[src/rtl/fu_agu_sb_if.sv]
// Issue, completion and data-SRAM bundle of the load/store unit.
// The unit attaches through the slave modport; the issuing side and the SRAM model use master.
interface fu_agu_sb_if #(
    parameter int TAG_W = 6
);
    logic             in_valid;
    logic             in_ready;
    logic [7:0]       in_op;
    logic [31:0]      in_imm;
    logic [31:0]      in_rdata1;
    logic [31:0]      in_rdata2;
    logic [TAG_W-1:0] in_tag;
    logic             in_we;
    logic             flush;
    logic             dcache_miss;
    logic             out_valid;
    logic [TAG_W-1:0] out_tag;
    logic             out_rf_we;
    logic [31:0]      out_wdata;
    logic [31:0]      out_vaddr;
    logic [1:0]       out_exc;
    logic             sb_empty;
    logic             data_sram_en;
    logic [3:0]       data_sram_wen;
    logic [31:0]      data_sram_addr;
    logic [31:0]      data_sram_wdata;
    logic [31:0]      data_sram_rdata;

    // Handshake: an op transfers on a rising edge where in_valid && in_ready; the issuer
    // keeps every in_* field stable while in_valid is high and in_ready is low.
    modport master (
        output in_valid, in_op, in_imm, in_rdata1, in_rdata2, in_tag, in_we,
        output flush, dcache_miss, data_sram_rdata,
        input  in_ready, out_valid, out_tag, out_rf_we, out_wdata, out_vaddr, out_exc,
        input  sb_empty, data_sram_en, data_sram_wen, data_sram_addr, data_sram_wdata
    );

    modport slave (
        input  in_valid, in_op, in_imm, in_rdata1, in_rdata2, in_tag, in_we,
        input  flush, dcache_miss, data_sram_rdata,
        output in_ready, out_valid, out_tag, out_rf_we, out_wdata, out_vaddr, out_exc,
        output sb_empty, data_sram_en, data_sram_wen, data_sram_addr, data_sram_wdata
    );
endinterface

[src/rtl/fu_agu_sb.sv]
// Load/store unit: AGU, EX/MEM pipe, store buffer with store-to-load forwarding.
// Optional macro AGU_MISALIGN_EXC_EN enables AdEL/AdES alignment exceptions.
module fu_agu_sb #(
    parameter int SB_DEPTH = 4,
    parameter int TAG_W    = 6
) (
    input logic        clk,
    input logic        rst,
    fu_agu_sb_if.slave bus
);
    localparam int PW = $clog2(SB_DEPTH);
    localparam int CW = PW + 1;

    logic             ex_valid_q, ex_we_q;
    logic [7:0]       ex_op_q;
    logic [31:0]      ex_vaddr_q, ex_sdata_q;
    logic [TAG_W-1:0] ex_tag_q;

    logic             mem_valid_q, mem_we_q, mem_have_q;
    logic [7:0]       mem_op_q;
    logic [31:0]      mem_vaddr_q, mem_data_q;
    logic [TAG_W-1:0] mem_tag_q;
    logic [1:0]       mem_exc_q;

    logic [29:0]      sb_addr_q [SB_DEPTH];
    logic [3:0]       sb_mask_q [SB_DEPTH];
    logic [31:0]      sb_data_q [SB_DEPTH];
    logic [PW-1:0]    head_q, tail_q;
    logic [CW-1:0]    count_q;

    logic        ex_load, ex_store, ex_byte, ex_half;
    logic [3:0]  ex_lanes;
    logic [31:0] ex_repl;
    logic [1:0]  ex_exc;

    always_comb begin
        ex_load  = |ex_op_q[7:3];
        ex_store = |ex_op_q[2:0];
        ex_byte  = ex_op_q[7] | ex_op_q[6] | ex_op_q[2];
        ex_half  = ex_op_q[5] | ex_op_q[4] | ex_op_q[1];
        ex_lanes = 4'b1111;
        ex_repl  = ex_sdata_q;
        if (ex_byte) begin
            ex_lanes = 4'b0001 << ex_vaddr_q[1:0];
            ex_repl  = {4{ex_sdata_q[7:0]}};
        end else if (ex_half) begin
            ex_lanes = ex_vaddr_q[1] ? 4'b1100 : 4'b0011;
            ex_repl  = {2{ex_sdata_q[15:0]}};
        end
        ex_exc = 2'b00;
`ifdef AGU_MISALIGN_EXC_EN
        if ((ex_half && ex_vaddr_q[0]) || (!ex_byte && !ex_half && ex_vaddr_q[1:0] != 2'b00))
            ex_exc = ex_store ? 2'b10 : 2'b01;
`endif
    end

    // Walk oldest to youngest so the last match seen is the youngest one.
    logic          sb_hit;
    logic [3:0]    hit_mask;
    logic [31:0]   hit_data;
    logic [PW-1:0] idx;

    always_comb begin
        sb_hit   = 1'b0;
        hit_mask = 4'b0000;
        hit_data = 32'h0;
        idx      = '0;
        for (int k = 0; k < SB_DEPTH; k++) begin
            idx = head_q + PW'(k);
            if ((CW'(k) < count_q) && (sb_addr_q[idx] == ex_vaddr_q[31:2])) begin
                sb_hit   = 1'b1;
                hit_mask = sb_mask_q[idx];
                hit_data = sb_data_q[idx];
            end
        end
    end

    logic ex_act_ld, ld_cover, ld_fwd, ld_hold, ex_port, sb_full, pop, st_hold, ex_hold;
    logic fire, ex_adv, push;

    assign ex_act_ld = ex_valid_q && ex_load && (ex_exc == 2'b00);
    assign ld_cover  = (hit_mask & ex_lanes) == ex_lanes;
    assign ld_fwd    = ex_act_ld && sb_hit && ld_cover;
    assign ld_hold   = ex_act_ld && sb_hit && !ld_cover;
    assign ex_port   = ex_act_ld && !sb_hit && !bus.dcache_miss;
    assign sb_full   = (count_q == CW'(SB_DEPTH));
    assign pop       = (count_q != '0) && !bus.dcache_miss && !ex_port;
    assign st_hold   = ex_valid_q && ex_store && (ex_exc == 2'b00) && sb_full && !pop;
    assign ex_hold   = ld_hold || st_hold;
    assign bus.in_ready = !bus.dcache_miss && !ex_hold;
    assign fire      = bus.in_valid && bus.in_ready;
    assign ex_adv    = ex_valid_q && !ex_hold && !bus.dcache_miss && !bus.flush;
    assign push      = ex_adv && ex_store && (ex_exc == 2'b00);

    always_comb begin
        bus.data_sram_en    = 1'b0;
        bus.data_sram_wen   = 4'b0000;
        bus.data_sram_addr  = 32'h0;
        bus.data_sram_wdata = 32'h0;
        if (ex_port) begin
            bus.data_sram_en   = 1'b1;
            bus.data_sram_addr = {ex_vaddr_q[31:2], 2'b00};
        end else if (pop) begin
            bus.data_sram_en    = 1'b1;
            bus.data_sram_wen   = sb_mask_q[head_q];
            bus.data_sram_addr  = {sb_addr_q[head_q], 2'b00};
            bus.data_sram_wdata = sb_data_q[head_q];
        end
    end

    always_ff @(posedge clk or posedge rst) begin
        if (rst) begin
            ex_valid_q  <= 1'b0;
            ex_we_q     <= 1'b0;
            ex_op_q     <= 8'h0;
            ex_vaddr_q  <= 32'h0;
            ex_sdata_q  <= 32'h0;
            ex_tag_q    <= '0;
            mem_valid_q <= 1'b0;
            mem_we_q    <= 1'b0;
            mem_have_q  <= 1'b0;
            mem_op_q    <= 8'h0;
            mem_vaddr_q <= 32'h0;
            mem_data_q  <= 32'h0;
            mem_tag_q   <= '0;
            mem_exc_q   <= 2'b00;
        end else begin
            if (bus.flush) begin
                ex_valid_q  <= fire;
                mem_valid_q <= 1'b0;
            end else if (!bus.dcache_miss) begin
                mem_valid_q <= ex_adv;
                if (fire)
                    ex_valid_q <= 1'b1;
                else if (!ex_hold)
                    ex_valid_q <= 1'b0;
            end
            if (fire) begin
                ex_op_q    <= bus.in_op;
                ex_vaddr_q <= bus.in_rdata1 + bus.in_imm;
                ex_sdata_q <= bus.in_rdata2;
                ex_tag_q   <= bus.in_tag;
                ex_we_q    <= bus.in_we;
            end
            if (ex_adv) begin
                mem_op_q    <= ex_op_q;
                mem_vaddr_q <= ex_vaddr_q;
                mem_tag_q   <= ex_tag_q;
                mem_we_q    <= ex_we_q;
                mem_exc_q   <= ex_exc;
                mem_have_q  <= ld_fwd;
                mem_data_q  <= hit_data;
            end else if (!bus.flush && bus.dcache_miss && mem_valid_q && !mem_have_q) begin
                // SRAM read data is only guaranteed in the first MEM cycle; keep it across a freeze.
                mem_have_q <= 1'b1;
                mem_data_q <= bus.data_sram_rdata;
            end
        end
    end

    always_ff @(posedge clk or posedge rst) begin
        if (rst) begin
            head_q  <= '0;
            tail_q  <= '0;
            count_q <= '0;
            for (int i = 0; i < SB_DEPTH; i++) begin
                sb_addr_q[i] <= 30'h0;
                sb_mask_q[i] <= 4'h0;
                sb_data_q[i] <= 32'h0;
            end
        end else begin
            if (push) begin
                sb_addr_q[tail_q] <= ex_vaddr_q[31:2];
                sb_mask_q[tail_q] <= ex_lanes;
                sb_data_q[tail_q] <= ex_repl;
                tail_q            <= tail_q + 1'b1;
            end
            if (pop)
                head_q <= head_q + 1'b1;
            count_q <= count_q + CW'(push) - CW'(pop);
        end
    end

    logic        mem_load, mem_ok;
    logic [31:0] ld_word, ld_ext;
    logic [7:0]  ld_b;
    logic [15:0] ld_h;

    always_comb begin
        mem_load = |mem_op_q[7:3];
        mem_ok   = mem_valid_q && mem_load && (mem_exc_q == 2'b00);
        ld_word  = mem_have_q ? mem_data_q : bus.data_sram_rdata;
        ld_b     = ld_word[8*mem_vaddr_q[1:0] +: 8];
        ld_h     = mem_vaddr_q[1] ? ld_word[31:16] : ld_word[15:0];
        ld_ext   = ld_word;
        if (mem_op_q[7])      ld_ext = {{24{ld_b[7]}}, ld_b};
        else if (mem_op_q[6]) ld_ext = {24'h0, ld_b};
        else if (mem_op_q[5]) ld_ext = {{16{ld_h[15]}}, ld_h};
        else if (mem_op_q[4]) ld_ext = {16'h0, ld_h};
    end

    assign bus.out_valid = mem_valid_q && !bus.dcache_miss;
    assign bus.out_tag   = mem_tag_q;
    assign bus.out_vaddr = mem_vaddr_q;
    assign bus.out_rf_we = bus.out_valid && mem_ok && mem_we_q;
    assign bus.out_wdata = mem_ok ? ld_ext : 32'h0;
    assign bus.out_exc   = mem_valid_q ? mem_exc_q : 2'b00;
    assign bus.sb_empty  = (count_q == '0);
endmodule
[src/flat_wrapper.sv]
// flat-port wrapper written by rule: the top's interface ports become plain ports
module fu_agu_sb_flat 
#(
    parameter int SB_DEPTH = 4,
    parameter int TAG_W    = 6
)
  (clk, rst, bus_in_valid, bus_in_op, bus_in_imm, bus_in_rdata1, bus_in_rdata2, bus_in_tag, bus_in_we, bus_flush, bus_dcache_miss, bus_data_sram_rdata, bus_in_ready, bus_out_valid, bus_out_tag, bus_out_rf_we, bus_out_wdata, bus_out_vaddr, bus_out_exc, bus_sb_empty, bus_data_sram_en, bus_data_sram_wen, bus_data_sram_addr, bus_data_sram_wdata);
  fu_agu_sb_if #(.TAG_W(TAG_W)) bus_i ();
  input logic clk;
  input logic rst;
  input wire logic [$bits(bus_i.in_valid)-1:0] bus_in_valid;
  input wire logic [$bits(bus_i.in_op)-1:0] bus_in_op;
  input wire logic [$bits(bus_i.in_imm)-1:0] bus_in_imm;
  input wire logic [$bits(bus_i.in_rdata1)-1:0] bus_in_rdata1;
  input wire logic [$bits(bus_i.in_rdata2)-1:0] bus_in_rdata2;
  input wire logic [$bits(bus_i.in_tag)-1:0] bus_in_tag;
  input wire logic [$bits(bus_i.in_we)-1:0] bus_in_we;
  input wire logic [$bits(bus_i.flush)-1:0] bus_flush;
  input wire logic [$bits(bus_i.dcache_miss)-1:0] bus_dcache_miss;
  input wire logic [$bits(bus_i.data_sram_rdata)-1:0] bus_data_sram_rdata;
  output wire logic [$bits(bus_i.in_ready)-1:0] bus_in_ready;
  output wire logic [$bits(bus_i.out_valid)-1:0] bus_out_valid;
  output wire logic [$bits(bus_i.out_tag)-1:0] bus_out_tag;
  output wire logic [$bits(bus_i.out_rf_we)-1:0] bus_out_rf_we;
  output wire logic [$bits(bus_i.out_wdata)-1:0] bus_out_wdata;
  output wire logic [$bits(bus_i.out_vaddr)-1:0] bus_out_vaddr;
  output wire logic [$bits(bus_i.out_exc)-1:0] bus_out_exc;
  output wire logic [$bits(bus_i.sb_empty)-1:0] bus_sb_empty;
  output wire logic [$bits(bus_i.data_sram_en)-1:0] bus_data_sram_en;
  output wire logic [$bits(bus_i.data_sram_wen)-1:0] bus_data_sram_wen;
  output wire logic [$bits(bus_i.data_sram_addr)-1:0] bus_data_sram_addr;
  output wire logic [$bits(bus_i.data_sram_wdata)-1:0] bus_data_sram_wdata;
  assign bus_i.in_valid = bus_in_valid;
  assign bus_i.in_op = bus_in_op;
  assign bus_i.in_imm = bus_in_imm;
  assign bus_i.in_rdata1 = bus_in_rdata1;
  assign bus_i.in_rdata2 = bus_in_rdata2;
  assign bus_i.in_tag = bus_in_tag;
  assign bus_i.in_we = bus_in_we;
  assign bus_i.flush = bus_flush;
  assign bus_i.dcache_miss = bus_dcache_miss;
  assign bus_i.data_sram_rdata = bus_data_sram_rdata;
  assign bus_in_ready = bus_i.in_ready;
  assign bus_out_valid = bus_i.out_valid;
  assign bus_out_tag = bus_i.out_tag;
  assign bus_out_rf_we = bus_i.out_rf_we;
  assign bus_out_wdata = bus_i.out_wdata;
  assign bus_out_vaddr = bus_i.out_vaddr;
  assign bus_out_exc = bus_i.out_exc;
  assign bus_sb_empty = bus_i.sb_empty;
  assign bus_data_sram_en = bus_i.data_sram_en;
  assign bus_data_sram_wen = bus_i.data_sram_wen;
  assign bus_data_sram_addr = bus_i.data_sram_addr;
  assign bus_data_sram_wdata = bus_i.data_sram_wdata;
  fu_agu_sb #(.SB_DEPTH(SB_DEPTH), .TAG_W(TAG_W)) u_core (.clk(clk), .rst(rst), .bus(bus_i));
endmodule
[config.mk]
export PLATFORM = sky130hd
export DESIGN_NAME = fu_agu_sb_flat
export DESIGN_NICKNAME = d
export VERILOG_FILES = /design/src/rtl/fu_agu_sb_if.sv /design/src/rtl/fu_agu_sb.sv /design/src/flat_wrapper.sv
export SDC_FILE = /design/constraint.sdc
export NUM_CORES = 2
export LEC_CHECK = 0
export CAP_MARGIN = 0
export CORE_ASPECT_RATIO = 1.4
export CORE_MARGIN = 2
export CORE_UTILIZATION = 55
export CTS_BUF_LIST = sky130_fd_sc_hd__clkbuf_4 sky130_fd_sc_hd__clkbuf_8
export CTS_CLUSTER_DIAMETER = 150
export CTS_CLUSTER_SIZE = 10
export DETAILED_ROUTE_END_ITERATION = 12
export PLACE_DENSITY = 0.79
export RECOVER_POWER = 25
export SLEW_MARGIN = 20
export SYNTH_ARGS = -nofsm -noshare
export SYNTH_HDL_FRONTEND = slang
export SYNTH_SLANG_ARGS = --single-unit
[constraint.sdc]
create_clock -name clk -period 15.25 [get_ports clk]
set_input_delay 1.525 -clock clk [delete_from_list [all_inputs] [get_ports clk]]
set_output_delay 1.525 -clock clk [all_outputs]
set_load 0.1 [all_outputs]
==> results_dict.tcl <==
set metrics [dict create \
    status "complete, but fails checks" \
    violations "max-capacitance violations, max-slew violations" \
    holdPathEnd "u_core.bus.out_vaddr[31]$_DFFE_PP0N_" \
    wl_per_cell_um 26.4 \
    ys_seq_area_share_pct 36.5 \
    finalWirelength_um 97800 \
    grt_overflow 0 \
    clockBufferDepth 3 \
    tightest_slew_ps 5650 \
    numCtsBuffers 48 \
    crit_path_max_incr_delay_ps 1130 \
    seqCellArea_um2 10700 \
    syn_area_um2 29400 \
    fin_ws_ps 5320 \
    power.leakage_nw 14.2 \
    power_mw 8.10 \
    required_ps 13730 \
    syn2layout_area_growth_pct 12.6 \
    finalHoldViolCount 0 \
    drive_above_1_share_pct 15.7 \
    vias 24000 \
    yosysWarningCount 0 \
    setup_viol 0 \
    grt_max_degree 159 \
    yosysUniqueCellTypes 81 \
    cp-end-kind "output pin" \
    multiInputGateArea_um2 17300 \
    synth.ff_latch_count 429 \
    nNetsFinal 3179 \
    cpMaxStageDelayCell "clkdlybuf4s50_1" \
    grt_pass1_wl_um 147000 \
    cp_top_family "buffers and inverters" \
    globalplace.congestion 0.991 \
    maxCapViolations 1 \
    worstRegToRegCells 17 \
    ios 293 \
    yosysTopAreaCell "dfrtp_1" \
    fp.dieW_um 199 \
    cts_resized 0 \
    core_um2 53100 \
    worstReg2RegEnd "u_core.sb_addr_q[62]$_DFFE_PP0P_" \
    post_cts_buffers 0 \
    drc_errors 0 \
    die_h_um 278 \
    htreeDepth 2 \
    first_pass_iters 5 \
    root_buffer "clkbuf_8" \
    grt_pass1_vias 24400 \
    syn_inst 2858 \
    ys_async_sr_fraction_pct 100 \
    cts_tree "yes" \
    synth_area_leaders "dfrtp_1 36%, mux2_2 11%, mux2i_1 9.6%" \
    io_buffers 288 \
    crit_start "u_core.head_q[1]$_DFFE_PP0N_" \
    crit_arrival_ps 8400 \
    fp.dieArea_um2 55400 \
    start_util_pct 55.5 \
    finClkSkew_ps 47.9 \
    min_from "u_core.bus.out_vaddr[31]$_DFFE_PP0N_" \
    worstPathCellList "buf_4 > buf_12 > mux2_2 > o2bb2ai_1 > a32o_1 > or4b_1 > nor4b_1 > nand3_2 > nand3_1 > nor4_2 > nand2b_1 > buf_4 > inv_1 > and3_1 > clkdlybuf4s50_1" \
    hold_class "flop to flop" \
    synth_top_area_share_pct 36.5 \
    clk_pin_slew_ps 90 \
    cp-start-kind "flop" \
    row_count 100 \
    hpwl_um 70500 \
    synth_edf_count 0 \
    ant_nets 0 \
    viasPerCell 6.46 \
    rsz0062_at_grt "no" \
    slew_headroom_pct -279 \
    pwr_density_cell_nw_per_um2 244 \
    min_period_ps 9930 \
    dp_slack_ps 6100 \
    r2r-start "u_core.head_q[1]$_DFFE_PP0N_" \
    finalSetupTns_ps 0 \
    cp.buffers_inverters 5 \
    antenna_found_initial 3 \
    reg2reg_slack_ps 6790 \
    clk_latency_ps 690 \
    drtIter0Drc 1573 \
    nFillCells 4339 \
    worstHoldPathCells 1 \
    path_common_cell "buf_4" \
    ir_drop_v 0.000197 \
    synthFlopType "dfrtp_1" \
    critPathMaxFanout 115 \
    fin_util_pct 62.5 \
    drv_slew 127 \
    post-route-period-util_pct 65.1 \
    cts.sinks 429 \
    track_usage_pct 35.2 \
    worstSetupPathType "flop to output pin" \
    max_freq_mhz 101 \
    syn_area_per_cell_um2 10.3 \
    hold_buffers 0 \
]
[sequential cells by signal (all words and copies together), names as in the netlist, 2 cells and up]
name and cells:
u_core.ex_tag_q 6, u_core.bus.out_vaddr 32, u_core.ex_vaddr_q 32, u_core.head_q 2
u_core.count_q 3, u_core.tail_q 2, u_core.ex_op_q 8, u_core.sb_mask_q 16
u_core.mem_op_q 5, u_core.sb_data_q 128, u_core.mem_data_q 32, u_core.bus.out_tag 6
u_core.ex_sdata_q 32, u_core.sb_addr_q 120
[placed cells by master, fill, tap and decap left out, types with 8 or more instances in the layout]
master and instances:
and3_1 9, inv_1 56, xor2_1 24, o21ai_0 127, dfrtp_1 427, clkbuf_8 48
a211oi_1 88, nor3_1 22, mux2_2 298, clkdlybuf4s50_1 287, xnor2_1 100, a31oi_1 40
mux2i_1 282, a22oi_1 8, buf_4 33, nor4_1 8, o31ai_1 21, o31a_1 33
nor2b_1 49, o21a_1 27, a21oi_1 99, o211ai_1 39, nand4_1 15, nor2_1 144
mux4_2 51, a21o_1 14, ha_1 39, nand3_1 23, o22ai_1 11, nand2_1 262
mux2_1 159
[metal layers]
| metal | up-vias | GRT usage [%] | wire, um |
|---|---|---|---|
| met4 | 0 | 27.6 | 8910 |
| met5 | - | 0 | 0 |
| met1 | 12000 | 39.9 | 35400 |
| met2 | 998 | 59.5 | 48700 |
| met3 | 309 | 4.27 | 4850 |
| li1 | 10600 | - | - |
[cell usage after synthesis (15+ instances only)]
library cell,count
o21ai_0,127
buf_6,15
buf_2,44
nand4_1,15
o211ai_1,39
inv_1,57
o31a_1,33
xnor2_1,100
clkbuf_1,133
mux2_1,159
nand2_1,263
a21oi_1,99
a31oi_1,40
o21a_1,27
buf_4,33
nor2b_1,49
ha_1,39
nor3_1,23
xor2_1,24
buf_1,21
mux2_2,298
nor2_1,147
nand3_1,28
dfrtp_1,429
mux2i_1,282
mux4_2,51
a211oi_1,88
o31ai_1,21
[cell type report]
cell class	instances	share of cell area, %
clock inverter	3	0.0831
clock buffer	51	2.06
sequential	429	32.4
timing repair buffer	325	9.69
antenna	2	0.0151
inverter	58	0.676
multi-input combinational	2128	52.4
tap	714	2.70
[stage by stage]
| step | instances | cell area, um^2 | hold WS (ps) |
|---|---|---|---|
| floorplan | 2861 | 29400 | 477 |
| global placement | 3653 | 32400 | 485 |
| detailed placement | 3653 | 32400 | 492 |
| CTS | 3707 | 33100 | 508 |
| global route | 3709 | 33100 | 525 |
| finish | 3710 | 33100 | 507 |
[worst max path at each step]
| stage | slack, ps | cells past startpoint | to |
|---|---|---|---|
| after floorplan | 1780 | 1 | u_core.bus.out_tag[0]$_DFFE_PP0N_ |
| after CTS | 5350 | 15 | bus_data_sram_wen[3] |
| after global routing | 4900 | 15 | bus_data_sram_wen[3] |
| final | 5320 | 15 | bus_data_sram_wen[0] |
| after detailed placement | 6100 | 15 | bus_data_sram_wen[3] |
| after global placement | 6210 | 15 | bus_data_sram_wen[3] |
[where the power goes]
group	internal (mW)	total (mW)	switching, mW
clock	0.291	0.709	0.418
sequential	1.62	2.33	0.708
combinational	1.84	5.06	3.22
[cells by family after synthesis]
group / Yosys count / synth area share, %
AOI/OAI and AO/OA: 579 / 13.1
muxes: 790 / 31.0
adders and majority gates: 41 / 1.79
xor gates and xnor gates: 124 / 3.69
other: 1 / 0.0127
DFF: 429 / 36.5
buffers and inverters: 304 / 4.87
and+or+nand+nor: 590 / 9.02
No activity file was read; power rests on OpenSTA's default activity.
